`src/rtl/alu_unit.sv`:
```
// alu_unit: WIDTH-bit execute-stage ALU for the teaching CPU.
// Supports ADD, SUB, AND, XOR and signed set-less-than. The result and the
// overflow and carry flags are registered, so they appear one edge after the
// operands are sampled.
// Optional feature: define ALU_ZERO_FLAG_EN to add the registered 'zero' port.
// The zero flag is 1 whenever the registered result is zero.

module alu_unit #(
  parameter int WIDTH = 32
) (
  input  logic             clk,
  input  logic             rst_n,
  input  logic [WIDTH-1:0] a,
  input  logic [WIDTH-1:0] b,
  input  logic [2:0]       alu_control,
  output logic [WIDTH-1:0] result,
  output logic             overflow,
`ifdef ALU_ZERO_FLAG_EN
  output logic             carry,
  output logic             zero
`else
  output logic             carry
`endif
);

  typedef enum logic [2:0] {
    OP_ADD = 3'b000,
    OP_SUB = 3'b001,
    OP_AND = 3'b010,
    OP_XOR = 3'b011,
    OP_SLT = 3'b101
  } alu_op_e;

  localparam int MSB = WIDTH - 1;

  logic             do_sub;
  logic [WIDTH-1:0] b_operand;
  logic [WIDTH:0]   adder_out;
  logic [WIDTH-1:0] sum;
  logic             cout;
  logic             adder_overflow;
  logic             less_than;
  logic [WIDTH-1:0] next_result;
  logic             next_overflow;
  logic             next_carry;

  // The shared adder subtracts as a + ~b + 1. SLT reuses that subtraction,
  // so the less-than decision comes from the same hardware as SUB.
  always_comb begin
    do_sub         = (alu_control == OP_SUB) || (alu_control == OP_SLT);
    b_operand      = do_sub ? ~b : b;
    adder_out      = {1'b0, a} + {1'b0, b_operand} + {{WIDTH{1'b0}}, do_sub};
    sum            = adder_out[WIDTH-1:0];
    cout           = adder_out[WIDTH];
    // Comparing against the adder's actual second operand covers the add and
    // subtract overflow rules with a single expression.
    adder_overflow = (a[MSB] == b_operand[MSB]) && (sum[MSB] != a[MSB]);
    less_than      = sum[MSB] ^ adder_overflow;
  end

  // Choose the next result and flags. Only ADD and SUB report overflow and
  // carry. Reserved codes produce all zeros.
  always_comb begin
    next_result   = '0;
    next_overflow = 1'b0;
    next_carry    = 1'b0;
    case (alu_control)
      OP_ADD, OP_SUB: begin
        next_result   = sum;
        next_overflow = adder_overflow;
        next_carry    = cout;
      end
      OP_AND: next_result = a & b;
      OP_XOR: next_result = a ^ b;
      OP_SLT: next_result = {{(WIDTH-1){1'b0}}, less_than};
      default: next_result = '0;
    endcase
  end

`ifdef ALU_ZERO_FLAG_EN
  // Register the result, the flags and the zero flag. Reset clears them at
  // once, and the zero flag resets to 1 to match the cleared result.
  always_ff @(posedge clk or negedge rst_n) begin
    if (!rst_n) begin
      result   <= '0;
      overflow <= 1'b0;
      carry    <= 1'b0;
      zero     <= 1'b1;
    end else begin
      result   <= next_result;
      overflow <= next_overflow;
      carry    <= next_carry;
      zero     <= (next_result == '0);
    end
  end
`else
  // Register the result and the flags. Reset clears them at once.
  always_ff @(posedge clk or negedge rst_n) begin
    if (!rst_n) begin
      result   <= '0;
      overflow <= 1'b0;
      carry    <= 1'b0;
    end else begin
      result   <= next_result;
      overflow <= next_overflow;
      carry    <= next_carry;
    end
  end
`endif

endmodule

```
`config.mk`:
```
export PLATFORM = sky130hd
export DESIGN_NAME = alu_unit
export DESIGN_NICKNAME = d
export VERILOG_FILES = /design/src/rtl/alu_unit.sv
export SDC_FILE = /design/constraint.sdc
export NUM_CORES = 1
export LEC_CHECK = 0
export BUFFER_PORTS_ARGS = -buffer_cell sky130_fd_sc_hd__buf_2
export CAP_MARGIN = 15
export CORE_MARGIN = 8
export CORE_UTILIZATION = 50
export CTS_CLUSTER_SIZE = 16
export DETAILED_ROUTE_END_ITERATION = 7
export HOLD_SLACK_MARGIN = 0.15
export PLACE_DENSITY = 0.74
export SLEW_MARGIN = 30
export SYNTH_ARGS = -nofsm -noshare
export SYNTH_HDL_FRONTEND = slang
export SYNTH_SLANG_ARGS = --single-unit
export TNS_END_PERCENT = 20
```
`constraint.sdc`:
```
create_clock -name clk -period 0.9 [get_ports clk]
set_clock_uncertainty 0.2 [all_clocks]
set_input_delay 0.09 -clock clk [delete_from_list [all_inputs] [get_ports clk]]
set_output_delay 0.09 -clock clk [all_outputs]
set_load 0.1 [all_outputs]
```
== Word-level counts from Yosys, hierarchy flattened ==
Cells that the tools add are included.

* Bits in registers: 34
* Output and inout bits: 34
* Bits of input ports: 69
* Word-level logic and storage cells: 23

* Reduce and logical (&&, ||, !) cells: 4
* Multiplexer cells: 4
* Bitwise gates (word level): 4
* Eq/ne operators: 6
* $add $sub $neg: 2

{| class="wikitable"
|+ Operators with widths
! cell !! count
|-
| 32-bit case mux with 4 select lines || 1
|-
| 32-bit by 32-bit adder with 33-bit output || 1
|-
| 33-bit by 1-bit adder with 33-bit output || 1
|-
| 32-bit AND || 1
|-
| 32-bit two-way mux || 1
|-
| 32-bit inverter || 1
|-
| 32-bit bitwise XOR || 1
|-
| 3-bit by 2-bit equality test with 1-bit output (second input constant) || 2
|-
| 3-bit by 1-bit equality test with 1-bit output (second input constant) || 1
|-
| 3-bit equality test (second input constant) || 1
|-
| 3-bit zero test || 1
|-
| 1-bit two-way mux || 2
|-
| 2-bit OR reduction || 1
|-
| 1-bit equality test || 1
|-
| 1-bit logical AND || 1
|-
| 1-bit logical OR || 1
|-
| 1-bit != test || 1
|-
| 1-bit bitwise XOR || 1
|}

== Depth between registers and ports, before layout ==
* Word-level depth: 9
* Gate-level depth with buffers: 14
* Mapped depth without buffers: 12

== Least setup slack after synthesis ==
No wires, ideal clock.

* Kind: input port to flip-flop
* From: input alu_control[1]
* To: register result[26]
* Slack: -2.263 ns
* Library setup time: 0.101 ns
* Required time: 0.599 ns
* Stages on the path: 13
* Arrival: 2.862 ns
* Path through: nand2b_1 > clkbuf_1 > buf_1 > xnor2_1 > ha_1 > a21oi_1 > o21ai_0 > a32oi_2 > o21ai_2 > a211o_2 > a311o_1 > and4b_1 > nor4_1

* Longest elaborated chain between the ends: 6
* Elaborated cells on any way between the ends: 11
* Those cells by class: add/sub (2); eq/ne (4); mux (2); reduce/logical (3)

{| class="wikitable"
|+ Ends and longest elaborated chain
! element !! line !! text
|-
| start: declaration || 15 || <nowiki>input logic [2:0] alu_control,</nowiki>
|-
| 3-bit by 1-bit equality test with 1-bit output or 3-bit equality test (tied branches) || 50, 67 ||
|-
| 1-bit logical OR || 50 || <nowiki>do_sub = (alu_control == OP_SUB) || (alu_control == OP_SLT);</nowiki>
|-
| 32-bit two-way mux || 51 || <nowiki>b_operand = do_sub ? ~b : b;</nowiki>
|-
| 32-bit by 32-bit adder with 33-bit output || 52 || <nowiki>adder_out = {1'b0, a} + {1'b0, b_operand} + {{WIDTH{1'b0}}, do_sub};</nowiki>
|-
| 33-bit by 1-bit adder with 33-bit output || 52 ||
|-
| 32-bit case mux with 4 select lines * || 67 || <nowiki>case (alu_control)</nowiki>
|-
| via next_result[26] || 43 || <nowiki>logic [WIDTH-1:0] next_result;</nowiki>
|-
| end signal: assignment || 104 || <nowiki>result <= next_result;</nowiki>
|-
| end: declaration || 16 || <nowiki>output logic [WIDTH-1:0] result,</nowiki>
|}

Mark *: on every way through the listed nets, which the timed path passes. The rest lies on a longest branch.

== Worst setup path after layout ==
* From: input alu_control[1]
* To: register result[22]

Same word-level chain as after synthesis.

==> metrics <==
clk sinks=34; startpoint types=input port; Comb power frac=0.687; Post-Place Cells=815; Flop pwr share=0.176; Area growth, synth to finish=77.8%; fin crit period=between 2 and 3 ns; Synth Register Bits=34; Post-Syn Area=between 4000 and 5000 um^2; clock share of power=0.136; final WL=~18 mm; chip width=around 110 um; CTS hold repair buffers=1; layout cells sized above 1=0.515; Min-Delay Path Class=in -> reg; Int Pwr=slightly below 6 mW; gr ovfl total=0; unique cell type count in the Yosys netlist=58; RSZ-0062 raised after global routing=yes; Pins Over Slew Limit=0; clk slew on worst S/H paths=approximately 0.08 ns; share of flip-flops with an asynchronous set or reset=1.00; PwrDens=around 1500 nW/um^2; setup slack after placement=-2.17 ns; core region area=about 8100 um^2; Setup CP Type=in -> reg; fin area=approximately 7200 um^2; CTS Buf Count=5; fin nets=roughly 900; pin count of the biggest net entering global routing=39; Worst setup EP type=flop; Final Worst Setup Slack=-1.82 ns; sw frac=0.461; vias=5077; synthesis warning total=0; number of global-route vias before repair=about 5200; gate count after technology mapping=470; outcome=finished with violations; post-synthesis share of cell area spent on xor and xnor gates=0.123; Main synth FF type=dfrtp_1; GPL Wtd Cong=between 0.9 and 1; peak supply drop=0.00109 V; Initial DRC Count=about 360; antenna viol nets, final=0; WP data required=about 0.90 ns; area of the die=11200 um^2; Synth Area in Adders=0.215; EDFF count, synth=0; detailed-route DRC error count=0; IO buf count=102; Clock Tree Buf Depth=2; Fmax achieved=roughly 370 MHz; IO Pins=103; Antenna Cells=0; largest family of logic cells by synthesized area=compound AO/OA/AOI/OAI gates; drt wl/cell=around 21 um; final hold violation count=1; first-pass iteration count of the detailed router=7; GRT Resource Usage Total=0.284; final core utilization=0.894; final non-filler cell total=843; Sw Pwr=~5 mW; TritonCTS clock tree=built; Die H=around 110 um; initial antenna violation count=0; Pleak=3.44 nW; final setup fails=68; H-tree lvl count=2; first-pass GRT wire length=around 26 mm; Rows=33; sequential-to-total area share from yosys stat=0.210; slew margin rel.=0.606; Via density=between 6 and 7; Synth Area in Simple Gates=0.137; fin crit share=3.02; Tot Pwr=roughly 11 mW; failing checks=negative hold slack, negative setup slack; Synth Area in Compound Gates=0.240; Starting Density=0.503; Avg Cell Area, Syn=8.61 um^2; CP arrival=roughly 2.7 ns; Detailed Place HPWL=between 10 and 15 mm; Hold Slack=-0.00371 ns; Max-Cap Viols=0; Syn Nets=608; root buffer cell=clkbuf_8; mux share of post-synthesis cell area=0.0436; Placed Area=approximately 6400 um^2; Slew @ Worst Pin=0.576 ns; crit-path max FO=7
-- routing by layer --
metal,vias up,wire length [um],global-route usage
met5,-,0,0
met4,0,727,0.114
met3,74,1320,0.0484
met2,279,9170,0.512
met1,2444,6500,0.325
li1,2280,-,-
-- path summary, 6_finish.rpt --
check | endpoint | cells past startpoint | startpoint | slack (ns)
max in group asynchronous | result[10]$_DFF_PN0_ | 3 | rst_n | 0.18
min in group asynchronous | result[1]$_DFF_PN0_ | 3 | rst_n | 0.11
worst min-delay path | result[26]$_DFF_PN0_ | 3 | alu_control[2] | -0.004
worst max-delay path | result[22]$_DFF_PN0_ | 14 | alu_control[1] | -1.82
-- logic make-up (layout without fill, tap and decap cells) --
logic type	after synthesis	after routing
adders and majority gates	69	69
AOI/OAI and AO/OA	149	149
muxes	17	17
xor gates and xnor gates	57	57
buffers and inverters	31	298
and+or+nand+nor	113	114
DFF	34	34
-- worst max-delay path, stage by stage --
cell and delay, ns:
buf_8 0.10, nand2b_4 0.24, buf_8 0.20, xnor2_1 0.13, ha_1 0.32, nand2_2 0.11
nor2_1 0.07, a32oi_2 0.18, o21ai_2 0.11, a211o_2 0.30, a311o_1 0.36, buf_4 0.16
xnor2_2 0.13, o21ai_1 0.20
-- power groups by stage --
stage	Clock, mW	Sequential [mW]	Combinational [mW]
finish	1.48	1.91	7.44
global route	1.53	1.92	7.81
CTS	1.48	1.91	6.82
detailed placement	0	1.94	6.49
global placement	0	1.93	6.33
floorplan	0	3.27	2.26
-- registers in the layout, summed over array words and instances, names as in the netlist --
name / count
overflow: 1
result: 32
carry: 1
-- cells in the mapped netlist, types with 9 or more instances --
cell type / instances / share of area
nand3_1: 10 / 0.012
xnor2_1: 40 / 0.087
a21o_1: 9 / 0.017
a21oi_1: 44 / 0.054
a22oi_1: 15 / 0.028
o21ai_0: 34 / 0.042
nor2_1: 36 / 0.033
mux2i_1: 12 / 0.030
clkbuf_1: 12 / 0.011
dfrtp_1: 34 / 0.21
xor2_1: 17 / 0.037
ha_1: 68 / 0.21
nand2_1: 26 / 0.024
inv_1: 11 / 0.010
-- metrics by stage --
step | setup TNS (ns) | hold slack [ns]
after floorplan | -57.49 | -0.406
after global placement | -61.43 | -0.131
after detailed placement | -63.89 | -0.125
after CTS | -56.95 | -0.0175
after global routing | -63.37 | -0.000330
final | -59.95 | -0.00371
-- what timing repair did --
| action | 4_1_cts | 5_1_grt |
|---|---|---|
| cloned | 1 | 0 |
| setup endpoints to repair | 68 | 68 |
| buffers inserted | 13 | 5 |
| pin swaps | 33 | 19 |
| gates resized for setup | 51 | 59 |
| hold endpoints to repair | 62 | 41 |
-- placed cells by master (no fill, tap or decap), drive strengths merged, types with 3 or more instances in the layout --
cell and count:
nand2b 8, dfrtp 34, a21o 10, xnor2 40
ha 68, o21ai 36, nand3 10, nor2b 3
buf 278, o221ai 3, nor2 36, nor3 7
o211ai 4, mux2 5, inv 11, a211oi 8
a22oi 15, clkbuf 7, nand4 8, o41ai 3
nand2 26, o21a 6, and3 4, a21oi 44
a21boi 3, mux2i 12, xor2 17
-- cell type report --
class / instances / area [um^2]
Multi-Input combinational cell: 406 / 3640
Timing Repair Buffer: 279 / 2420
Fill cell: 382 / 855
Sequential cell: 34 / 851
Tap cell: 105 / 131
Clock buffer: 7 / 76.3
Inverter: 11 / 41.3
Clock inverter: 1 / 30.0
Note: power is estimated with default switching activity, not from simulation.
